File: src/rtl/score_keeper_pkg.sv
// -----------------------------------------------------------------------------
// score_pkg
// Shared types and constants for the score keeper block.
//   state_e       : round state encoding (2'd3 is unused and recovers to IDLE)
//   SCORE_W       : width of score / high_score (feeds a 0..99 ASCII converter)
//   MAX_SCORE_DEF : default saturation ceiling
//   sat_add()     : saturating score + points, computed without wrap
// -----------------------------------------------------------------------------
package score_pkg;

  localparam int SCORE_W       = 7;
  localparam int COMBO_W       = 2;
  localparam int MAX_SCORE_DEF = 99;

  typedef enum logic [1:0] {
    ST_IDLE    = 2'd0,
    ST_PLAYING = 2'd1,
    ST_OVER    = 2'd2
  } state_e;

  // One extra bit of headroom so 99 + 3 cannot wrap before the clamp.
  function automatic logic [SCORE_W-1:0] sat_add(
    input logic [SCORE_W-1:0] score,
    input logic [COMBO_W-1:0] points,
    input logic [SCORE_W-1:0] ceiling
  );
    logic [SCORE_W:0] sum;
    sum = {1'b0, score} + {{(SCORE_W+1-COMBO_W){1'b0}}, points};
    return (sum > {1'b0, ceiling}) ? ceiling : sum[SCORE_W-1:0];
  endfunction

endpackage

File: src/rtl/score_keeper_if.sv
// -----------------------------------------------------------------------------
// score_keeper_if
// Groups the game-event inputs and score outputs of score_keeper.
//   start, game_over, hit : level inputs from the game-logic stage
//   score, high_score     : 0..MAX_SCORE, to the score-to-ASCII path
//   combo                 : points the next hit will award
//   new_record, playing   : round status flags
// Modports: master = game logic / display side, slave = score_keeper.
// -----------------------------------------------------------------------------
interface score_keeper_if;
  import score_pkg::*;

  logic               start;
  logic               game_over;
  logic               hit;
  logic [SCORE_W-1:0] score;
  logic [SCORE_W-1:0] high_score;
  logic [COMBO_W-1:0] combo;
  logic               new_record;
  logic               playing;

  modport master (
    output start, game_over, hit,
    input  score, high_score, combo, new_record, playing
  );

  modport slave (
    input  start, game_over, hit,
    output score, high_score, combo, new_record, playing
  );
endinterface

File: src/rtl/score_keeper_combo_timer.sv
// -----------------------------------------------------------------------------
// combo_timer
// Combo multiplier with its expiry timer.
//   clk, rst  : clock, async active-high reset
//   clear     : round start/end; combo back to 1, timer stopped
//   hit_evt   : one-cycle hit event (already qualified by the FSM)
//   combo     : points the next hit will award, 1..MAX_COMBO
// A hit reloads the timer with COMBO_WINDOW; the combo drops to 1 on the edge
// where the timer runs out, i.e. COMBO_WINDOW edges after the last hit.
// Outside a round the timer is always 0, so the countdown needs no enable.
// -----------------------------------------------------------------------------
module combo_timer
  import score_pkg::*;
#(
  parameter int MAX_COMBO    = 3,
  parameter int COMBO_WINDOW = 65_000_000,
  parameter int TMR_W        = 26
) (
  input  logic               clk,
  input  logic               rst,
  input  logic               clear,
  input  logic               hit_evt,
  output logic [COMBO_W-1:0] combo
);

  logic [TMR_W-1:0]   timer_q, timer_d;
  logic [COMBO_W-1:0] combo_q, combo_d;

  // NOTE: every variable assigned here gets a default first, so no path can
  // leave it unassigned and infer a latch.
  always_comb begin
    timer_d = timer_q;
    combo_d = combo_q;
    if (clear) begin
      timer_d = '0;
      combo_d = COMBO_W'(1);
    end else if (hit_evt) begin
      timer_d = TMR_W'(COMBO_WINDOW);
      combo_d = (combo_q >= COMBO_W'(MAX_COMBO)) ? COMBO_W'(MAX_COMBO)
                                                 : combo_q + COMBO_W'(1);
    end else if (timer_q == TMR_W'(1)) begin
      timer_d = '0;
      combo_d = COMBO_W'(1);
    end else if (timer_q != '0) begin
      timer_d = timer_q - TMR_W'(1);
    end
  end

  // NOTE: state registers use non-blocking assignments so every flop samples
  // the pre-edge values regardless of process ordering.
  always_ff @(posedge clk or posedge rst) begin
    if (rst) begin
      timer_q <= '0;
      combo_q <= COMBO_W'(1);
    end else begin
      timer_q <= timer_d;
      combo_q <= combo_d;
    end
  end

  assign combo = combo_q;

endmodule

File: src/rtl/score_keeper.sv
// -----------------------------------------------------------------------------
// score_keeper
// Round state machine, hit edge detect, score and session high score.
//   clk, rst : 65 MHz pixel clock, async active-high reset
//   bus      : score_keeper_if.slave (start/game_over/hit in,
//              score/high_score/combo/new_record/playing out)
// All outputs are registered. score and high_score never leave 0..MAX_SCORE.
// Priority inside a round: game_over beats a simultaneous hit and start.
// -----------------------------------------------------------------------------
module score_keeper
  import score_pkg::*;
#(
  parameter int MAX_SCORE    = MAX_SCORE_DEF,
  parameter int MAX_COMBO    = 3,
  parameter int COMBO_WINDOW = 65_000_000,
  parameter int TMR_W        = 26
) (
  input  logic          clk,
  input  logic          rst,
  score_keeper_if.slave bus
);

  state_e             state_q, state_d;
  logic               hit_d_q;
  logic [SCORE_W-1:0] score_q, score_d;
  logic [SCORE_W-1:0] high_q, high_d;
  logic               new_record_q, new_record_d;
  logic               playing_q;
  logic [COMBO_W-1:0] combo_w;

  logic round_start;
  logic round_end;
  logic hit_evt;

  // Next state and the per-edge control strobes.
  always_comb begin
    state_d     = state_q;
    round_start = 1'b0;
    round_end   = 1'b0;
    hit_evt     = 1'b0;
    case (state_q)
      ST_IDLE, ST_OVER: begin
        if (bus.start) begin
          state_d     = ST_PLAYING;
          round_start = 1'b1;
        end
      end
      ST_PLAYING: begin
        if (bus.game_over) begin
          state_d   = ST_OVER;
          round_end = 1'b1;
        end else begin
          // Rising edge only: a held level scores once.
          hit_evt = bus.hit & ~hit_d_q;
        end
      end
      default: state_d = ST_IDLE;
    endcase
  end

  // Score / record datapath.
  always_comb begin
    score_d      = score_q;
    high_d       = high_q;
    new_record_d = new_record_q;
    if (round_start) begin
      score_d      = '0;
      new_record_d = 1'b0;
    end else if (round_end) begin
      if (score_q > high_q) begin
        high_d       = score_q;
        new_record_d = 1'b1;
      end
    end else if (hit_evt) begin
      score_d = sat_add(score_q, combo_w, SCORE_W'(MAX_SCORE));
    end
  end

  always_ff @(posedge clk or posedge rst) begin
    if (rst) begin
      state_q      <= ST_IDLE;
      hit_d_q      <= 1'b0;
      score_q      <= '0;
      high_q       <= '0;
      new_record_q <= 1'b0;
      playing_q    <= 1'b0;
    end else begin
      state_q      <= state_d;
      hit_d_q      <= bus.hit;
      score_q      <= score_d;
      high_q       <= high_d;
      new_record_q <= new_record_d;
      playing_q    <= (state_d == ST_PLAYING);
    end
  end

  combo_timer #(
    .MAX_COMBO    (MAX_COMBO),
    .COMBO_WINDOW (COMBO_WINDOW),
    .TMR_W        (TMR_W)
  ) u_combo_timer (
    .clk     (clk),
    .rst     (rst),
    .clear   (round_start | round_end),
    .hit_evt (hit_evt),
    .combo   (combo_w)
  );

  assign bus.score      = score_q;
  assign bus.high_score = high_q;
  assign bus.combo      = combo_w;
  assign bus.new_record = new_record_q;
  assign bus.playing    = playing_q;

endmodule

File: src/flat_wrapper.sv
// flat-port wrapper written by rule: the top's interface ports become plain ports
module score_keeper_flat import score_pkg::*;
#(
  parameter int MAX_SCORE    = MAX_SCORE_DEF,
  parameter int MAX_COMBO    = 3,
  parameter int COMBO_WINDOW = 65_000_000,
  parameter int TMR_W        = 26
)
  (clk, rst, bus_start, bus_game_over, bus_hit, bus_score, bus_high_score, bus_combo, bus_new_record, bus_playing);
  score_keeper_if bus_i ();
  input  logic clk;
  input  logic rst;
  input wire logic [$bits(bus_i.start)-1:0] bus_start;
  input wire logic [$bits(bus_i.game_over)-1:0] bus_game_over;
  input wire logic [$bits(bus_i.hit)-1:0] bus_hit;
  output wire logic [$bits(bus_i.score)-1:0] bus_score;
  output wire logic [$bits(bus_i.high_score)-1:0] bus_high_score;
  output wire logic [$bits(bus_i.combo)-1:0] bus_combo;
  output wire logic [$bits(bus_i.new_record)-1:0] bus_new_record;
  output wire logic [$bits(bus_i.playing)-1:0] bus_playing;
  assign bus_i.start = bus_start;
  assign bus_i.game_over = bus_game_over;
  assign bus_i.hit = bus_hit;
  assign bus_score = bus_i.score;
  assign bus_high_score = bus_i.high_score;
  assign bus_combo = bus_i.combo;
  assign bus_new_record = bus_i.new_record;
  assign bus_playing = bus_i.playing;
  score_keeper #(.MAX_SCORE(MAX_SCORE), .MAX_COMBO(MAX_COMBO), .COMBO_WINDOW(COMBO_WINDOW), .TMR_W(TMR_W)) u_core (.clk(clk), .rst(rst), .bus(bus_i));
endmodule
File: config.mk
export PLATFORM = sky130hd
export DESIGN_NAME = score_keeper_flat
export DESIGN_NICKNAME = d
export VERILOG_FILES = /design/src/rtl/score_keeper_pkg.sv /design/src/rtl/score_keeper_if.sv /design/src/rtl/score_keeper_combo_timer.sv /design/src/rtl/score_keeper.sv /design/src/flat_wrapper.sv
export SDC_FILE = /design/constraint.sdc
export NUM_CORES = 1
export LEC_CHECK = 0
export ABC_AREA = 1
export CAP_MARGIN = 20
export CELL_PAD_IN_SITES_DETAIL_PLACEMENT = 2
export CELL_PAD_IN_SITES_GLOBAL_PLACEMENT = 2
export CORE_MARGIN = 2
export CORE_UTILIZATION = 25
export DETAILED_ROUTE_END_ITERATION = 7
export GPL_TIMING_DRIVEN = 1
export PLACE_DENSITY_LB_ADDON = 0.1
export SLEW_MARGIN = 20
export SYNTH_ARGS = -nofsm -noshare
export SYNTH_HDL_FRONTEND = slang
export SYNTH_SLANG_ARGS = --single-unit
export TNS_END_PERCENT = 100
File: constraint.sdc
create_clock -name clk -period 2.9 [get_ports clk]
set_input_delay 0.58 -clock clk [delete_from_list [all_inputs] [get_ports clk]]
set_output_delay 0.58 -clock clk [all_outputs]
set_load 0.02 [all_outputs]
==> impl_metrics.ini, run 1 <==
[global_routing]
grt_pass1_wl_mm = 16.5
overflow = 0
antenna_found_initial = 0
grt_pass1_vias = 3035
grt_max_degree = 25
grt_usage_pct = 16.5

[route]
first_pass_iters = 4
drt-total-wl_mm = 9.87
via_per_inst = 4.77
ant_nets = 0
drc_errors = 0
drtIter0Drc = 77
num_vias = 2821
wl_per_cell_um = 16.7

[floorplan]
coreArea_um2 = 11900
dieArea_um2 = 13000
die_w_um = 114
die_height_um = 114
io_pins = 23
row_count = 40
start_util_pct = 25.5

[timing]
hold_viol = 0
fmax_mhz = 448
setup_violations = 0
tns_ns = 0
slew_viol_final = 0
layout_min_cycle_time_ns = 2.23
rsz0062_at_grt = no
tightest_slew_ns = 0.566
finalCritPeriodShare_pct = 77.0
finClkSkew_ns = 0.00373
slew_headroom_pct = 62.2
layout_setup_ws_ns = 0.668

[clock_tree]
cts_sinks = 47
htree_levels = 2
cts_tree = yes
cts_hold_buffers = 0
clkTransAtPathRegs_ns = 0.07
root_buffer = clkbuf_16
cts_made_buffers = 5
clk_path_buf_depth = 2
cts_resized = 0
clock_latency_ns = 0.29
cts_setup_buffers = 0

[logic_synthesis]
synth_fa_ha_area_share_pct = 5.19
synth_cell_types = 33
syn-instance-count = 417
syn-cell-area_um2 = 3040
yosysWarnings = 0
ys_seq_area_share_pct = 38.8
synth_area_leaders = dfrtp_1 (38%), nand2_1 (11%), nor2_1 (8.8%)
synth_top_family_by_area = simple AND/OR/NAND/NOR gates
synth_top_cell_by_area = dfrtp_1
synthMuxAreaShare_pct = 0
synth-seq-cells = 47
synth_nets = 434
synth_compound_area_share_pct = 7.83
synthSimpleGateAreaFrac_pct = 36.2
synthXorXnorAreaFrac_pct = 3.46
yosysTopAreaCellShare_pct = 37.9
avgSynthCellArea_um2 = 7.28

[place]
dp_hpwl_mm = 7.85
pre_cts_slack_ns = 0.481
routabilityCongestion = 0.774
port_buffers = 22

[power]
power_density_nw_per_um2 = 971
irDropWorstVdd_uv = 271
power_leakage_nw = 1.77

[final_layout]
post-route-util_pct = 30.0
final_common_cell = nand2_1
drive_gt1_share_pct = 9.44
nets = 461
final_cell_mix = nand2_1 (92), nor2_1 (71), inv_1 (55)
area_delta_synth_final_pct = 17.8
n_antenna_cell = 0

[critical_path]
cp_cell_sequence = inv_1 -> ha_1 -> nand2_1 -> nor2_1 -> nand3_1 -> nand2_1 -> nand2_1 -> a21oi_1 -> nor2_2
cp.arrival_ns = 2.42
critPathMostFrequentCell = nand2_1
slowest_stage = nor2_1
critPathMaxStageDelay_ns = 0.47
critical_path_required_ns = 3.08
path_max_fanout = 6
crit_type = reg2reg
startpoint_type = flip-flop
worst_setup_path_end_kind = flip-flop

[run_status]
status = complete, no violations

[run]
maxCapViolCount = 0

[hold_path]
min-delay-path-class = reg2reg
-- synth_stat cells, drive strengths merged --
cell type   n
o31ai       1
nand4      12
nand3      38
or2         1
nor4        1
fa          1
o21ai      22
dfrtp      46
inv        57
nor2       88
o21bai      1
clkbuf      3
buf         4
nand2      95
xor2        7
ha         11
dfstp       1
o211ai      1
a31oi       3
a21oi      15
xnor2       5
nor3        4
-- through the flow --
| step | instances | cell area [µm²] | hold WS, ns | power (mW) |
|---|---|---|---|---|
| after floorplan | 417 | 3040 | 0.474 | 2.34 |
| after global placement | 584 | 3430 | 0.466 | 2.88 |
| after detailed placement | 584 | 3430 | 0.488 | 2.93 |
| after CTS | 592 | 3580 | 0.507 | 3.55 |
| after global routing | 592 | 3580 | 0.548 | 3.83 |
| final | 592 | 3580 | 0.495 | 3.47 |
-- worst max-delay path, delay by kind of cell (launching register included) --
kind            cells  cell delay (ns)
buf+inv             1             0.15
flops               1             0.39
compound gates      1             0.16
fa+ha+maj           1             0.40
simple gates        6             1.04
-- flip-flops by register name, indices dropped and copies added, names as in the netlist --
name                          flops
u_core.bus.new_record             1
u_core.bus.playing                1
u_core.hit_d_q                    1
u_core.u_combo_timer.combo        2
u_core.u_combo_timer.timer_q     26
u_core.state_q                    2
u_core.bus.score                  7
u_core.bus.high_score             7
-- layer usage --
layer | share of wire, % | GRT usage [%] | wire length [µm]
met1 | 51 | 23.5 | 5000
met2 | 47 | 26.7 | 4630
met3 | 1.5 | 2.54 | 147
met4 | 0.97 | 3.41 | 96
met5 | 0 | 0 | 0
-- power by group --
| part | internal (mW) | leakage, nW | switching [mW] |
|---|---|---|---|
| clock | 0.319 | 0.0658 | 0.276 |
| combinational | 0.620 | 1.08 | 1.26 |
| sequential | 0.827 | 0.623 | 0.174 |
| total | 1.77 | 1.77 | 1.71 |
-- layout make-up --
cell class              count  area [µm²]
repair buffers             27         258
clock inverters             3        20.0
inverters                  57         214
flip-flops and latches     47        1180
clock buffers               5         125
multi-input cells         306        1600
well taps                 147         184
fillers                  1421        8330
-- final timing paths --
path                       cells past startpoint                             from                          endpoint  slack, ns
max                                            9  u_core.u_combo_timer.timer_q[0]  u_core.u_combo_timer.timer_q[24]       0.67
min                                            2            u_core.bus.new_record             u_core.bus.new_record       0.50
max reg2reg                                    9  u_core.u_combo_timer.timer_q[0]  u_core.u_combo_timer.timer_q[24]       0.67
min reg2reg                                    2            u_core.bus.new_record             u_core.bus.new_record       0.50
max in group asynchronous                      3                              rst               u_core.bus.score[2]       1.62
min in group asynchronous                      2                              rst   u_core.u_combo_timer.timer_q[5]       0.66
-- cell families after synthesis --
| family | count (synthesis) |
|---|---|
| flip-flops | 47 |
| XOR/XNOR | 12 |
| adder cells (fa/ha/maj) | 12 |
| AND/OR/NAND/NOR | 239 |
| AO/OA/AOI/OAI | 43 |
| buffers and inverters | 64 |
Note: power is estimated with default switching activity, not from simulation.
==> inputs of run 2 (changes only) <==
clock period = 1.8 ns   (was 2.9 ns; I/O delays follow)
==> run 2 against run 1 <==
Against the previous run:
- the flow now finishes with violations (negative setup slack)
- clock skew is essentially flat
- first-iteration DRC count fell by 42%
- die area unchanged
- count of clock-buffer cells in the layout grew 1
- cell count rose by 14%
- flip-flop and latch count unchanged
- largest cell class unchanged
==> impl_metrics.ini, run 2 (synthesized netlist as in run 1, its figures left out) <==
[run_status]
status = complete, but fails checks
violations = negative setup slack

[critical_path]
path_max_fanout = 4
reg2regPathDepth = 10
worst_setup_path_end_kind = flip-flop
worst-path-buf-inv = 0
cp.depth = 10
cp_top_family = simple AND/OR/NAND/NOR gates
startpoint_type = flip-flop
cp.arrival_ns = 2.08
critPathMaxStageDelay_ns = 0.56
crit_type = reg2reg
critPathMostFrequentCell = nand2_1
cp_cell_sequence = ha_4 -> fa_2 -> nand4_1 -> nor2_1 -> nand2_1 -> nand2_2 -> nand3_4 -> nand3_2 -> nand2_1 -> nand2_1
critical_path_required_ns = 2.03
slowest_stage = dfstp_2

[route]
first_pass_iters = 4
ant_nets = 0
drc_errors = 0
drtIter0Drc = 45
wl_per_cell_um = 16.8
num_vias = 3115
drt-total-wl_mm = 11.3
via_per_inst = 4.64

[place]
routabilityCongestion = 0.811
pre_cts_slack_ns = -0.285
dp_hpwl_mm = 9.15
port_buffers = 22

[global_routing]
grt_max_degree = 22
grt_pass1_vias = 3468
overflow = 0
antenna_found_initial = 0
grt_pass1_wl_mm = 18.4
grt_usage_pct = 18.6

[floorplan]
row_count = 40
io_pins = 23
die_height_um = 114
coreArea_um2 = 11900
die_w_um = 114
dieArea_um2 = 13000
start_util_pct = 25.5

[final_layout]
post-route-util_pct = 37.6
area_delta_synth_final_pct = 47.5
n_antenna_cell = 0
drive_gt1_share_pct = 31.2
final_common_cell = nand2_1
largest_register_ffs = 26
fillers = 1403
top_register = u_core.u_combo_timer.timer_q
nets = 541
final_cell_mix = nand2_1 (85), buf_4 (74), nor2_1 (59)

[timing]
setup_violations = 6
tightest_slew_ns = 0.381
slew_viol_final = 0
fmax_mhz = 540
layout_setup_ws_ns = -0.0509
whs_ns = 0.368
rsz0062_at_grt = yes
slew_headroom_pct = 74.6
hold_viol = 0
finClkSkew_ns = 0.00389
finalCritPeriodShare_pct = 103
layout_min_cycle_time_ns = 1.85

[power]
power_leakage_nw = 2.30
irDropWorstVdd_uv = 557
power_density_nw_per_um2 = 1580

[clock_tree]
clk_path_buf_depth = 2
cts_made_buffers = 5
clock_latency_ns = 0.29
htree_levels = 2
cts_sinks = 47
root_buffer = clkbuf_16
clkTransAtPathRegs_ns = 0.07
cts_tree = yes

[hold_path]
min-delay-path-class = in2async

[run]
maxCapViolCount = 0
## run 2: changes by cell type in the layout (fill, tap and decap cells not counted), sizes merged
| cell | before | now |
|---|---|---|
| buf | 5 | 85 |
| clkdlybuf4s50 | 22 | 14 |
| dlygate4sd2 | 0 | 6 |
| dlymetal6s2s | 0 | 2 |
| bufinv | 0 | 1 |
| clkbuf | 5 | 6 |
| clkinv | 1 | 0 |
| clkinvlp | 2 | 1 |
## run 2: routing by layer
layer  global-route usage [%]  part of all wire, %  up-vias
met5                        0                    0        -
met4                     4.39                  1.3        0
met3                     2.49                  1.6        9
met2                     34.5                   53       28
met1                     22.9                   45     1540
li1                         -                    -     1538
## run 2: final cells by class
cell class              instances  area, µm²  area share [%]
repair buffers                107        941            21.0
inverters                      57        214            4.78
multi-input cells             306       1790            40.1
flip-flops and latches         47       1180            26.3
well taps                     147        184            4.11
clock buffers                   6        129            2.88
clock inverters                 2       37.5           0.838
## run 2: path summary, 6_finish.rpt
kind                                                from                         endpoint  slack (ns)
setup / recovery           u_core.u_combo_timer.combo[0]              u_core.bus.score[0]       -0.05
hold / removal                                       rst  u_core.u_combo_timer.timer_q[3]        0.37
setup reg to reg           u_core.u_combo_timer.combo[0]              u_core.bus.score[0]       -0.05
hold reg to reg                    u_core.bus.new_record            u_core.bus.new_record        0.50
max in group asynchronous                            rst    u_core.u_combo_timer.combo[0]        0.91
min in group clk                   u_core.bus.new_record            u_core.bus.new_record        0.50
## run 2: power by group
part,internal [mW],switching [mW],leakage [nW]
registers,1.33,0.250,0.620
clock network,0.657,0.427,0.0771
logic,1.92,2.47,1.60
## run 2: metrics by stage
stage                     power (mW)  cell area (µm²)  instances  TNS [ns]
final                           7.06             4480        672    -0.292
after global routing            7.70             4480        672     -1.09
after CTS                       7.00             4300        667    -0.389
after detailed placement        5.75             4030        655     -6.34
after global placement          5.62             4030        655     -4.90
after floorplan                 3.77             3040        417         0
## run 2: what timing repair did
action | CTS | global route
endpoints found under the hold margin | 0 | 0
pin swaps | 12 | 19
endpoints found under the setup margin | 28 | 41
resized for setup | 35 | 40
hold buffers | 0 | 0
cloned | 0 | 1
setup buffers | 4 | 4
